--- config.mk ---
export PLATFORM = sky130hd
export DESIGN_NAME = alarm_ctrl_flat
export DESIGN_NICKNAME = d
export VERILOG_FILES = /design/src/rtl/alarm_ctrl_pkg.sv /design/src/rtl/alarm_ctrl_if.sv /design/src/rtl/alarm_ctrl_bcd_hhmm_check.sv /design/src/rtl/alarm_ctrl.sv /design/src/flat_wrapper.sv
export SDC_FILE = /design/constraint.sdc
export NUM_CORES = 1
export LEC_CHECK = 0
export ABC_AREA = 0
export BUFFER_PORTS_ARGS = -buffer_cell sky130_fd_sc_hd__buf_2
export CELL_PAD_IN_SITES_DETAIL_PLACEMENT = 1
export CELL_PAD_IN_SITES_GLOBAL_PLACEMENT = 2
export CORE_UTILIZATION = 30
export DETAILED_ROUTE_END_ITERATION = 8
export GPL_TIMING_DRIVEN = 0
export PLACE_DENSITY_LB_ADDON = 0.15
export SKIP_CTS_REPAIR_TIMING = 1
export SLEW_MARGIN = 5
export SYNTH_ARGS = -nofsm -noshare
export SYNTH_HDL_FRONTEND = slang
export SYNTH_SLANG_ARGS = --single-unit
--- constraint.sdc ---
create_clock -name clk -period 5.7 [get_ports clk]
set_clock_uncertainty 0.1 [all_clocks]
set_input_delay 0.57 -clock clk [delete_from_list [all_inputs] [get_ports clk]]
set_output_delay 0.57 -clock clk [all_outputs]
set_load 0.005 [all_outputs]
--- src/rtl/alarm_ctrl_pkg.sv ---
// Shared definitions for the digital clock blocks: FSM state encoding,
// BCD field limits, and a BCD digit helper.
package alarm_ctrl_pkg;

  typedef enum logic [1:0] {
    IDLE    = 2'd0,
    ARMED   = 2'd1,
    RINGING = 2'd2,
    SNOOZE  = 2'd3
  } state_t;

  localparam logic [7:0] HOUR_MAX    = 8'h23;
  localparam logic [7:0] MIN_MAX     = 8'h59;
  localparam int         SEC_PER_MIN = 60;

  // Both nibbles of a packed BCD byte are decimal digits.
  function automatic logic bcd_byte_ok(logic [7:0] b);
    return (b[7:4] <= 4'd9) && (b[3:0] <= 4'd9);
  endfunction

endpackage

--- src/rtl/alarm_ctrl_if.sv ---
// Keyboard <-> alarm controller link.
//   set_data   16  BCD HHMM committed by the keyboard
//   set_vld     1  1-cycle commit strobe
//   edit_req    1  1-cycle request to preload the keyboard
//   alarm_time 16  stored alarm, BCD HHMM (keyboard data_in)
//   load        1  1-cycle preload strobe
//   set_err     1  1-cycle: committed value rejected
// master = keyboard side, slave = alarm controller side.
interface alarm_ctrl_if;
  logic [15:0] set_data;
  logic        set_vld;
  logic        edit_req;
  logic [15:0] alarm_time;
  logic        load;
  logic        set_err;

  modport master (
    output set_data, set_vld, edit_req,
    input  alarm_time, load, set_err
  );

  modport slave (
    input  set_data, set_vld, edit_req,
    output alarm_time, load, set_err
  );
endinterface

--- src/rtl/alarm_ctrl_bcd_hhmm_check.sv ---
// Combinational BCD HHMM validator: every nibble a decimal digit,
// HH <= 23, MM <= 59. Shared by the keyboard and time-set logic.
//   hhmm   in  16  BCD HHMM
//   valid  out  1  1 = legal time of day
module bcd_hhmm_check
  import alarm_ctrl_pkg::*;
(
  input  logic [15:0] hhmm,
  output logic        valid
);
  logic [7:0] hh, mm;

  assign hh = hhmm[15:8];
  assign mm = hhmm[7:0];

  // Once both nibbles are decimal, a plain binary compare orders BCD bytes.
  assign valid = bcd_byte_ok(hh) && bcd_byte_ok(mm) &&
                 (hh <= HOUR_MAX) && (mm <= MIN_MAX);
endmodule

--- src/rtl/alarm_ctrl.sv ---
// Alarm controller: stores the alarm time committed by the keyboard, matches
// it against the running clock, drives the buzzer for RING_SEC seconds and
// hands the stored time back to the keyboard on an edit request.
// Optional feature macro: ALARM_SNOOZE_EN (stop during ringing snoozes for
// SNOOZE_MIN minutes instead of disarming until the next match).
//   clk, rst_n   clock, asynchronous active-low reset
//   kb           keyboard link (alarm_ctrl_if.slave)
//   cur_time 16  running clock, BCD HHMM
//   cur_sec   8  running clock seconds, BCD
//   sec_tick  1  1-cycle pulse per second
//   alarm_on  1  alarm enable switch (level)
//   stop_flag 1  filtered stop key (1-cycle)
//   ring      1  buzzer enable
//   state     2  FSM state (debug)
module alarm_ctrl
  import alarm_ctrl_pkg::*;
#(
  parameter int          RING_SEC   = 60,
`ifdef ALARM_SNOOZE_EN
  parameter int          SNOOZE_MIN = 5,
`endif
  parameter logic [15:0] ALARM_RST  = 16'h0700
) (
  input  logic         clk,
  input  logic         rst_n,
  alarm_ctrl_if.slave  kb,
  input  logic [15:0]  cur_time,
  input  logic [7:0]   cur_sec,
  input  logic         sec_tick,
  input  logic         alarm_on,
  input  logic         stop_flag,
  output logic         ring,
  output logic [1:0]   state
);

  localparam logic [7:0] RING_END = 8'(RING_SEC);
`ifdef ALARM_SNOOZE_EN
  localparam logic [9:0] SNZ_END  = 10'(SNOOZE_MIN * SEC_PER_MIN);
`endif

  logic        data_ok, set_ok;
  logic [15:0] alarm_q;
  logic        load_q, set_err_q;
  logic        match, match_d, trig;
  state_t      st;
  logic [7:0]  ring_cnt;
`ifdef ALARM_SNOOZE_EN
  logic [9:0]  snz_cnt;
`endif

  bcd_hhmm_check u_chk (
    .hhmm  (kb.set_data),
    .valid (data_ok)
  );

  assign set_ok = kb.set_vld & data_ok;

  assign kb.alarm_time = alarm_q;
  assign kb.load       = load_q;
  assign kb.set_err    = set_err_q;
  assign state         = st;

  // Held for the whole matching second, so only the rising edge triggers.
  assign match = alarm_on && (cur_sec == 8'h00) && (cur_time == alarm_q);
  assign trig  = match & ~match_d;

  // Stored alarm and keyboard strobes.
  always_ff @(posedge clk or negedge rst_n) begin
    if (!rst_n) begin
      alarm_q   <= ALARM_RST;
      load_q    <= 1'b0;
      set_err_q <= 1'b0;
    end else begin
      load_q    <= kb.edit_req;
      set_err_q <= kb.set_vld & ~data_ok;
      if (set_ok) alarm_q <= kb.set_data;
    end
  end

  // Alarm FSM. Priority: switch off, then an accepted set (which also masks
  // a same-cycle trigger), then per-state behaviour. Within RINGING, stop
  // outranks the timeout.
  always_ff @(posedge clk or negedge rst_n) begin
    if (!rst_n) begin
      st       <= IDLE;
      ring     <= 1'b0;
      ring_cnt <= '0;
      match_d  <= 1'b0;
`ifdef ALARM_SNOOZE_EN
      snz_cnt  <= '0;
`endif
    end else begin
      match_d <= match;
      if (!alarm_on) begin
        st       <= IDLE;
        ring     <= 1'b0;
        ring_cnt <= '0;
`ifdef ALARM_SNOOZE_EN
        snz_cnt  <= '0;
`endif
      end else if (set_ok) begin
        st       <= ARMED;
        ring     <= 1'b0;
        ring_cnt <= '0;
`ifdef ALARM_SNOOZE_EN
        snz_cnt  <= '0;
`endif
      end else begin
        case (st)
          IDLE: st <= ARMED;
          ARMED: begin
            if (trig) begin
              st       <= RINGING;
              ring     <= 1'b1;
              ring_cnt <= '0;
            end
          end
          RINGING: begin
            if (stop_flag) begin
              ring     <= 1'b0;
              ring_cnt <= '0;
`ifdef ALARM_SNOOZE_EN
              snz_cnt  <= '0;
              st       <= SNOOZE;
`else
              st       <= ARMED;
`endif
            end else if (sec_tick) begin
              if (ring_cnt + 8'd1 == RING_END) begin
                st       <= ARMED;
                ring     <= 1'b0;
                ring_cnt <= '0;
              end else begin
                ring_cnt <= ring_cnt + 8'd1;
              end
            end
          end
`ifdef ALARM_SNOOZE_EN
          SNOOZE: begin
            if (sec_tick) begin
              if (snz_cnt + 10'd1 == SNZ_END) begin
                st       <= RINGING;
                ring     <= 1'b1;
                ring_cnt <= '0;
                snz_cnt  <= '0;
              end else begin
                snz_cnt <= snz_cnt + 10'd1;
              end
            end
          end
`endif
          default: begin
            st   <= IDLE;
            ring <= 1'b0;
          end
        endcase
      end
    end
  end

endmodule

--- src/flat_wrapper.sv ---
// flat-port wrapper written by rule: the top's interface ports become plain ports
module alarm_ctrl_flat import alarm_ctrl_pkg::*;
#(
  parameter int          RING_SEC   = 60,

  parameter logic [15:0] ALARM_RST  = 16'h0700
)
  (clk, rst_n, cur_time, cur_sec, sec_tick, alarm_on, stop_flag, ring, state, kb_set_data, kb_set_vld, kb_edit_req, kb_alarm_time, kb_load, kb_set_err);
  alarm_ctrl_if kb_i ();
  input  logic clk;
  input  logic rst_n;
  input  logic [15:0] cur_time;
  input  logic [7:0] cur_sec;
  input  logic sec_tick;
  input  logic alarm_on;
  input  logic stop_flag;
  output logic ring;
  output logic [1:0] state;
  input wire logic [$bits(kb_i.set_data)-1:0] kb_set_data;
  input wire logic [$bits(kb_i.set_vld)-1:0] kb_set_vld;
  input wire logic [$bits(kb_i.edit_req)-1:0] kb_edit_req;
  output wire logic [$bits(kb_i.alarm_time)-1:0] kb_alarm_time;
  output wire logic [$bits(kb_i.load)-1:0] kb_load;
  output wire logic [$bits(kb_i.set_err)-1:0] kb_set_err;
  assign kb_i.set_data = kb_set_data;
  assign kb_i.set_vld = kb_set_vld;
  assign kb_i.edit_req = kb_edit_req;
  assign kb_alarm_time = kb_i.alarm_time;
  assign kb_load = kb_i.load;
  assign kb_set_err = kb_i.set_err;
  alarm_ctrl #(.RING_SEC(RING_SEC), .ALARM_RST(ALARM_RST)) u_core (.clk(clk), .rst_n(rst_n), .kb(kb_i), .cur_time(cur_time), .cur_sec(cur_sec), .sec_tick(sec_tick), .alarm_on(alarm_on), .stop_flag(stop_flag), .ring(ring), .state(state));
endmodule
==> results of run 1 <==
## worst paths after layout
kind,end,depth (start not counted)
max,u_core.ring,7
min in group clk,u_core.kb.load,1
max reg2reg,u_core.ring,7
max in group asynchronous,u_core.ring_cnt[1],1
min reg2reg,u_core.ring_cnt[7],1
min,u_core.kb.alarm_time[11],1
## flip-flops by register name, summed over array words and instances, names as in the netlist
signal,cells
u_core.match_d,1
u_core.ring,1
u_core.ring_cnt,8
u_core.kb.set_err,1
u_core.kb.load,1
u_core.kb.alarm_time,16
u_core.state,2
## synth_stat cells (2+ instances only)
cell type                  count
sky130_fd_sc_hd__buf_6         2
sky130_fd_sc_hd__mux2_2        7
sky130_fd_sc_hd__nor3_1        3
sky130_fd_sc_hd__mux2_1        6
sky130_fd_sc_hd__dfstp_2       3
sky130_fd_sc_hd__inv_1         6
sky130_fd_sc_hd__o21ai_1       7
sky130_fd_sc_hd__or3_1         2
sky130_fd_sc_hd__dfrtp_1      27
sky130_fd_sc_hd__a21oi_1       4
sky130_fd_sc_hd__nand2b_1      2
sky130_fd_sc_hd__xnor2_1      17
sky130_fd_sc_hd__nor4_1        2
sky130_fd_sc_hd__o31ai_1       3
sky130_fd_sc_hd__nor2_1        5
sky130_fd_sc_hd__nand3_1       5
sky130_fd_sc_hd__nand2_1       7
sky130_fd_sc_hd__and2_1        4
sky130_fd_sc_hd__o21ai_0       5
sky130_fd_sc_hd__nor2b_1       2
sky130_fd_sc_hd__nand4_1       6
sky130_fd_sc_hd__nand2b_4      2
sky130_fd_sc_hd__and3_1        3
sky130_fd_sc_hd__ha_1          2
## cell families (layout without fill, tap and decap cells)
family                     count (synthesis)  count (layout)  share of synthesized area
buffers and inverters                      9              84                     0.0304
xor gates and xnor gates                  18              18                     0.0957
DFF                                       30              30                      0.458
muxes                                     13              13                     0.0888
and+or+nand+nor                           50              50                      0.188
AOI/OAI and AO/OA                         30              30                      0.125
adders and majority gates                  2               2                     0.0152
## power by group
group	switching, W	total (W)	internal [W]
clock network	0.0000755	0.000162	0.0000866
logic	0.0000540	0.000118	0.0000641
registers	0.0000207	0.000259	0.000238
## area by class of cell
type | instances | share of cell area
flip-flops and latches | 30 | 0.351
well taps | 70 | 0.0407
clock buffers | 8 | 0.0372
inverters | 6 | 0.0105
multi-input cells | 113 | 0.392
plain buffers | 3 | 0.0128
repair buffers | 67 | 0.156
## metal layers
layer,routed length [µm],global-route usage,vias up
li1,-,-,694
met5,0,0,-
met1,1800,0.184,691
met2,2320,0.292,41
met3,203,0.0443,6
met4,50,0.0500,0
## stage by stage
step / hold slack (ns) / std cells / power (W)
after global routing: 0.285 / 297 / 0.000574
after global placement: 0.394 / 289 / 0.000377
final: 0.242 / 297 / 0.000539
after CTS: 0.262 / 297 / 0.000548
after floorplan: 0.174 / 152 / 0.000322
after detailed placement: 0.422 / 289 / 0.000382
## cell usage in the layout, fill, tap and decap left out, drive strengths merged, types with 2 or more instances in the layout
cell	Yosys	routed
a2111oi	2	2
a21oi	4	4
and2	4	4
and3	3	3
buf	3	70
clkbuf	0	8
dfrtp	27	27
dfstp	3	3
ha	2	2
inv	6	6
mux2	13	13
nand2	8	8
nand2b	4	4
nand3	5	5
nand4	6	6
nor2	5	5
nor2b	2	2
nor3	3	3
nor4	3	3
o21ai	12	12
o31ai	4	4
or3	2	2
xnor2	17	17
==> tab_implementation.tex, run 1 <==
\begin{tabular}{lr}
\hline
Metric & Value \\
\hline
\multicolumn{2}{l}{\textbf{Status}} \\
\quad Run status & completed \\
\multicolumn{2}{l}{\textbf{Routing}} \\
\quad Overall via count from detail\_route & 1432 \\
\quad Mean routed wirelength per cell & 14.8 µm \\
\quad DRC Markers & 0 \\
\quad First-iteration detailed-routing DRC count & 20 \\
\quad Sum of routed wire length over all layers & 4380 µm \\
\quad Total iterations of the first detailed-routing run & 4 \\
\quad Via density per instance & 4.82 \\
\quad Remaining antenna violation count after routing & 0 \\
\multicolumn{2}{l}{\textbf{Layout}} \\
\quad Number of diodes added for antenna fixing & 0 \\
\quad Finished Cell Area & 2150 µm² \\
\quad Signed area change from the synthesized netlist to the final layout & 30.5\% \\
\quad Number of filler cells placed in the layout & 637 \\
\quad Footprint of the multi-input gates & 843 µm² \\
\quad Layout cell share with drive strength beyond 1 & 0.410 \\
\quad Register Area & 754 µm² \\
\quad Final Util & 0.413 \\
\quad Post-layout nets & 275 \\
\multicolumn{2}{l}{\textbf{Die}} \\
\quad Number of placed I/O pins & 68 \\
\quad Die Footprint & 5790 µm² \\
\quad Starting Density & 0.317 \\
\quad Width of the chip & 76.1 µm \\
\quad Row count & 26 \\
\quad Die Span Y & 76.1 µm \\
\quad Floorplan Core Area & 5200 µm² \\
\multicolumn{2}{l}{\textbf{Place}} \\
\quad RD Place Congestion & 0.776 \\
\quad Post-DP HPWL & 3540 µm \\
\quad Port-buffer cells & 67 \\
\quad Pre-CTS setup slack & 3.27 ns \\
\quad Post-placement cell area & 2070 µm² \\
\multicolumn{2}{l}{\textbf{Yosys}} \\
\quad Dominant register cell in the synthesized netlist & sky130\_fd\_sc\_hd\_\_dfrtp\_1 \\
\quad Synthesized area divided by synthesized cell count & 10.8 µm² \\
\quad Library cell with the largest summed area after synthesis & sky130\_fd\_sc\_hd\_\_dfrtp\_1 \\
\quad Post-synth cell types & 44 \\
\quad Post-synth ARST share & 1.00 \\
\quad \#FFs+latches synth & 30 \\
\quad Fraction of post-synthesis cell area in the top cell type by area & 0.410 \\
\quad Netlist area before placement & 1650 µm² \\
\quad Count of yosys warnings during synthesis & 0 \\
\quad Sequential element share of the synthesized area & 0.458 \\
\quad Synthesized instance count & 152 \\
\quad Syn\_nets & 201 \\
\quad Synth top area cells & sky130\_fd\_sc\_hd\_\_dfrtp\_1, sky130\_fd\_sc\_hd\_\_xnor2\_1, sky130\_fd\_sc\_hd\_\_dfstp\_2, sky130\_fd\_sc\_hd\_\_mux2\_2, sky130\_fd\_sc\_hd\_\_mux2\_1 \\
\quad EDFF count, synth & 0 \\
\multicolumn{2}{l}{\textbf{Power and ir drop}} \\
\quad Areal power density over the cells & 251 nW/µm² \\
\quad Worst ir drop on vdd & 0.132 mV \\
\quad Leak Pwr & 1.04 nW \\
\multicolumn{2}{l}{\textbf{Setup path}} \\
\quad Worst-path fanout max & 6 \\
\quad Slowest stage cell on the critical path & sky130\_fd\_sc\_hd\_\_dfrtp\_1 \\
\quad Total buffers and inverters traversed by the critical path & 0 \\
\quad Endpoint required time on the critical path & 5.75 ns \\
\quad Worst R2R Setup Slack & 3.53 ns \\
\quad Cell type group with the largest total delay on the critical path & compound AO/OA/AOI/OAI gates \\
\quad Worst setup SP type & flop \\
\quad Setup CP Type & flop to flop \\
\quad CP Cell Sequence & ha\_1 > nand3\_1 > a2111oi\_0 > and3\_1 > a21o\_1 > o21a\_1 > a211oi\_2 \\
\quad Data arrival at the endpoint of the critical path & 2.22 ns \\
\quad Highest cell delay on the worst timing path & 0.42 ns \\
\quad Reg-to-Reg Start & u\_core.ring\_cnt[0] \\
\quad Launching element of the worst setup path & u\_core.ring\_cnt[0] \\
\quad Category of the worst setup path capture point & flop \\
\multicolumn{2}{l}{\textbf{Clock tree}} \\
\quad Clock transition time at the flip-flop clock pins of the worst setup and hold paths & 0.06 ns \\
\quad H-Tree Depth & 2 \\
\quad Maximum root-to-sink buffer count & 2 \\
\quad Clk\_lat worst skew & 0.28 ns \\
\quad Clock tree from TritonCTS & yes \\
\quad Number of sinks handled by clock tree synthesis & 30 \\
\quad CTS buffer count & 5 \\
\quad Clock root buffer master & sky130\_fd\_sc\_hd\_\_clkbuf\_8 \\
\multicolumn{2}{l}{\textbf{Timing}} \\
\quad Least setup slack across all paths after layout & 3.53 ns \\
\quad Setup tns final & 0 ns \\
\quad Minimum clock period after layout & 2.17 ns \\
\quad Final slew viol count & 0 \\
\quad Transition time at the pin with the least slew margin & 0.701 ns \\
\quad Unrepaired setup endpoints after global routing & no \\
\quad Ratio of final minimum period to clock period & 0.380 \\
\quad Worst slew margin relative to its limit & 0.533 \\
\quad Setup violation total in the final timing report & 0 \\
\quad Hold Violations, Final & 0 \\
\quad Peak Freq & 462 MHz \\
\multicolumn{2}{l}{\textbf{Global routing}} \\
\quad GRT Total Usage & 0.161 \\
\quad Number of antenna violations at the first check in global routing & 0 \\
\quad Wire length of the first global-routing pass & 7350 µm \\
\quad Largest net degree at the start of global routing & 31 \\
\quad Vias in the first global route & 1582 \\
\quad Overflow after GRT & 0 \\
\multicolumn{2}{l}{\textbf{Run}} \\
\quad Number of maximum-capacitance violations & 0 \\
\multicolumn{2}{l}{\textbf{Worst hold path}} \\
\quad Worst hold path type & primary input to async pin \\
\hline
\end{tabular}
(Power assumes the default switching activity.)
==> run 2: changes to the inputs <==
--- a/config.mk
+++ b/config.mk
@@ -9,7 +9,7 @@
 export BUFFER_PORTS_ARGS = -buffer_cell sky130_fd_sc_hd__buf_2
 export CELL_PAD_IN_SITES_DETAIL_PLACEMENT = 1
 export CELL_PAD_IN_SITES_GLOBAL_PLACEMENT = 2
-export CORE_UTILIZATION = 30
+export CORE_UTILIZATION = 26
 export DETAILED_ROUTE_END_ITERATION = 8
 export GPL_TIMING_DRIVEN = 0
 export PLACE_DENSITY_LB_ADDON = 0.15
==> constraint.sdc (replaced) <==
create_clock -name clk -period 1.8 [get_ports clk]
set_clock_uncertainty 0.1 [all_clocks]
set_input_delay 0.18 -clock clk [delete_from_list [all_inputs] [get_ports clk]]
set_output_delay 0.18 -clock clk [all_outputs]
set_load 0.005 [all_outputs]
==> tab_implementation.tex, run 2 (synthesized netlist as in run 1, its figures left out) <==
\begin{tabular}{lr}
\hline
Metric & Value \\
\hline
\multicolumn{2}{l}{\textbf{Die}} \\
\quad Number of placed I/O pins & 68 (unchanged) \\
\quad Width of the chip & 81.6 µm (was 76.1 µm) \\
\quad Die Footprint & 6660 µm² (was 5790 µm²) \\
\quad Die Span Y & 81.6 µm (was 76.1 µm) \\
\quad Floorplan Core Area & 6030 µm² (was 5200 µm²) \\
\quad Starting Density & 0.273 (was 0.317) \\
\quad Row count & 28 (was 26) \\
\multicolumn{2}{l}{\textbf{Timing}} \\
\quad Smallest hold slack & 0.0236 ns (was 0.242 ns) \\
\quad Hold Violations, Final & 0 (unchanged) \\
\quad Transition time at the pin with the least slew margin & 0.723 ns (was 0.701 ns) \\
\quad Setup violation total in the final timing report & 8 (was 0) \\
\quad Least setup slack across all paths after layout & -0.135 ns (was 3.53 ns) \\
\quad Minimum clock period after layout & 1.93 ns (was 2.17 ns) \\
\quad Ratio of final minimum period to clock period & 1.07 (was 0.380) \\
\quad Final slew viol count & 0 (unchanged) \\
\quad Worst slew margin relative to its limit & 0.518 (was 0.533) \\
\quad Peak Freq & 517 MHz (was 462 MHz) \\
\quad Unrepaired setup endpoints after global routing & yes (was no) \\
\multicolumn{2}{l}{\textbf{Routing}} \\
\quad Met3 layer wire length in the routed design & 176 µm (was 203 µm) \\
\quad Total iterations of the first detailed-routing run & 3 (was 4) \\
\quad DR WL met2 & 2490 µm (was 2320 µm) \\
\quad Top routing layer in use & met4 (unchanged) \\
\quad Wl on met1 & 1900 µm (was 1800 µm) \\
\quad Sum of routed wire length over all layers & 4620 µm (was 4380 µm) \\
\quad Mean routed wirelength per cell & 15.0 µm (was 14.8 µm) \\
\quad Overall via count from detail\_route & 1440 (was 1432) \\
\quad Remaining antenna violation count after routing & 0 (unchanged) \\
\quad Via density per instance & 4.66 (was 4.82) \\
\quad First-iteration detailed-routing DRC count & 38 (was 20) \\
\quad DRC Markers & 0 (unchanged) \\
\multicolumn{2}{l}{\textbf{Layout}} \\
\quad Post-layout nets & 282 (was 275) \\
\quad Layout cell share with drive strength beyond 1 & 0.500 (was 0.410) \\
\quad Finished Cell Area & 2380 µm² (was 2150 µm²) \\
\quad Max reg flops & 16 (unchanged) \\
\quad Final Util & 0.394 (was 0.413) \\
\quad Number of diodes added for antenna fixing & 0 (unchanged) \\
\quad Number of filler cells placed in the layout & 702 (was 637) \\
\quad Register Area & 757 µm² (was 754 µm²) \\
\quad Footprint of the multi-input gates & 936 µm² (was 843 µm²) \\
\quad Signed area change from the synthesized netlist to the final layout & 44.2\% (was 30.5\%) \\
\quad Commonest non-fill, non-tap cell in the layout & sky130\_fd\_sc\_hd\_\_buf\_2 (unchanged) \\
\quad Most frequent cells in the layout & sky130\_fd\_sc\_hd\_\_buf\_2, sky130\_fd\_sc\_hd\_\_dfrtp\_1, sky130\_fd\_sc\_hd\_\_xnor2\_1 (unchanged) \\
\multicolumn{2}{l}{\textbf{Global routing}} \\
\quad GRT Total Usage & 0.149 (was 0.161) \\
\quad Vias in the first global route & 1549 (was 1582) \\
\quad Number of antenna violations at the first check in global routing & 0 (unchanged) \\
\quad Overflow after GRT & 0 (unchanged) \\
\quad Wire length of the first global-routing pass & 7410 µm (was 7350 µm) \\
\quad Largest net degree at the start of global routing & 31 (unchanged) \\
\multicolumn{2}{l}{\textbf{Place}} \\
\quad Post-placement cell area & 2120 µm² (was 2070 µm²) \\
\quad RD Place Congestion & 0.729 (was 0.776) \\
\quad Port-buffer cells & 67 (unchanged) \\
\quad Pre-CTS setup slack & -0.281 ns (was 3.27 ns) \\
\quad Post-DP HPWL & 3640 µm (was 3540 µm) \\
\multicolumn{2}{l}{\textbf{Clock tree}} \\
\quad Clock transition time at the flip-flop clock pins of the worst setup and hold paths & 0.07 ns (was 0.06 ns) \\
\quad H-Tree Depth & 2 (unchanged) \\
\quad CTS buffer count & 5 (unchanged) \\
\quad Clk\_lat worst skew & 0.28 ns (about the same) \\
\quad Clock root buffer master & sky130\_fd\_sc\_hd\_\_clkbuf\_8 (unchanged) \\
\quad Number of sinks handled by clock tree synthesis & 30 (unchanged) \\
\quad Maximum root-to-sink buffer count & 2 (unchanged) \\
\quad Clock tree from TritonCTS & yes (unchanged) \\
\multicolumn{2}{l}{\textbf{Worst hold path}} \\
\quad Worst hold path type & primary input to flop (was primary input to async pin) \\
\multicolumn{2}{l}{\textbf{Setup path}} \\
\quad Critical path depth in cells & 6 (was 7) \\
\quad Number of cells traversed by the worst register-to-register path & 6 (was 7) \\
\quad Total buffers and inverters traversed by the critical path & 0 (unchanged) \\
\quad Worst R2R Setup Slack & -0.13 ns (was 3.53 ns) \\
\quad Endpoint required time on the critical path & 1.87 ns (was 5.75 ns) \\
\quad Slowest stage cell on the critical path & sky130\_fd\_sc\_hd\_\_dfrtp\_2 (was sky130\_fd\_sc\_hd\_\_dfrtp\_1) \\
\quad Cell type group with the largest total delay on the critical path & simple AND/OR/NAND/NOR gates (was compound AO/OA/AOI/OAI gates) \\
\quad Highest cell delay on the worst timing path & 0.41 ns (was 0.42 ns) \\
\quad Critical path destination & u\_core.state[0] (was u\_core.ring) \\
\quad Launching element of the worst setup path & u\_core.ring\_cnt[0] (unchanged) \\
\quad Reg-to-Reg Start & u\_core.ring\_cnt[0] (unchanged) \\
\quad Category of the worst setup path capture point & flop (unchanged) \\
\quad Setup CP Type & flop to flop (unchanged) \\
\quad Worst-path fanout max & 5 (was 6) \\
\quad Worst setup SP type & flop (unchanged) \\
\quad CP Cell Sequence & ha\_4 > nand3\_4 > or3\_4 > and3\_4 > a21o\_1 > a31o\_2 (was ha\_1 > nand3\_1 > a2111oi\_0 > and3\_1 > a21o\_1 > o21a\_1 > a211oi\_2) \\
\quad Data arrival at the endpoint of the critical path & 2.00 ns (was 2.22 ns) \\
\quad Capturing point of the worst reg2reg path & u\_core.state[0] (was u\_core.ring) \\
\multicolumn{2}{l}{\textbf{Status}} \\
\quad Violated checks & setup timing \\
\quad Run status & complete, but fails checks (was completed) \\
\multicolumn{2}{l}{\textbf{Power and ir drop}} \\
\quad Worst ir drop on vdd & 0.321 mV (was 0.132 mV) \\
\quad Leak Pwr & 1.12 nW (was 1.04 nW) \\
\quad Areal power density over the cells & 873 nW/µm² (was 251 nW/µm²) \\
\multicolumn{2}{l}{\textbf{Run}} \\
\quad Number of maximum-capacitance violations & 0 (unchanged) \\
\hline
\end{tabular}
run 2: cell count changes in the layout (fill, tap and decap cells not counted), sizes merged:
cell / previous run / this run
buf: 70 / 75
bufinv: 0 / 2
clkbuf: 8 / 6
dlygate4sd3: 0 / 2
run 2: power breakdown:
group | leakage (nW) | switching (W) | internal, W | total (W)
clock | 0.0714 | 0.000261 | 0.000590 | 0.000851
combinational | 0.659 | 0.000178 | 0.000223 | 0.000400
sequential | 0.389 | 0.0000682 | 0.000753 | 0.000822
total | 1.12 | 0.000507 | 0.00157 | 0.00207
run 2: metal layers:
metal	global-route usage	vias up
met5	0	-
met4	0.0474	0
met3	0.0300	6
met2	0.265	39
met1	0.179	685
li1	-	710
run 2: final cells by class:
cell class | instances | share of cell area
multi-input cells | 113 | 0.394
plain buffers | 3 | 0.0116
inverters | 6 | 0.00948
flip-flops and latches | 30 | 0.319
repair buffers | 74 | 0.167
clock inverters | 2 | 0.0253
well taps | 75 | 0.0395
clock buffers | 6 | 0.0348
run 2: per-stage QoR:
stage	std cells	TNS [ns]	power (W)
4_1_cts	302	-1.92	0.00208
5_1_grt	309	-1.64	0.00218
6_report	309	-0.739	0.00207
3_3_place_gp	294	-2.47	0.00120
3_5_place_dp	294	-3.91	0.00122
2_1_floorplan	152	-0.0513	0.00102
run 2: worst reg2reg max path, cell delays in order (launching register included):
cell and delay (ns):
sky130_fd_sc_hd__dfrtp_2 0.41, sky130_fd_sc_hd__ha_4 0.18, sky130_fd_sc_hd__nand3_4 0.10, sky130_fd_sc_hd__or3_4 0.39, sky130_fd_sc_hd__and3_4 0.20, sky130_fd_sc_hd__a21o_1 0.19, sky130_fd_sc_hd__a31o_2 0.25
run 2: worst min path at each step:
stage,from,end,slack (ns),cells past startpoint
after floorplan,rst_n,u_core.kb.alarm_time[0],-0.22,0
after global placement,rst_n,u_core.ring_cnt[7],0.17,1
after detailed placement,rst_n,u_core.ring_cnt[0],0.19,1
after CTS,rst_n,u_core.kb.alarm_time[12],-0.11,1
after global routing,kb_set_data[8],u_core.kb.alarm_time[8],0.02,2
final,kb_set_data[8],u_core.kb.alarm_time[8],0.02,2
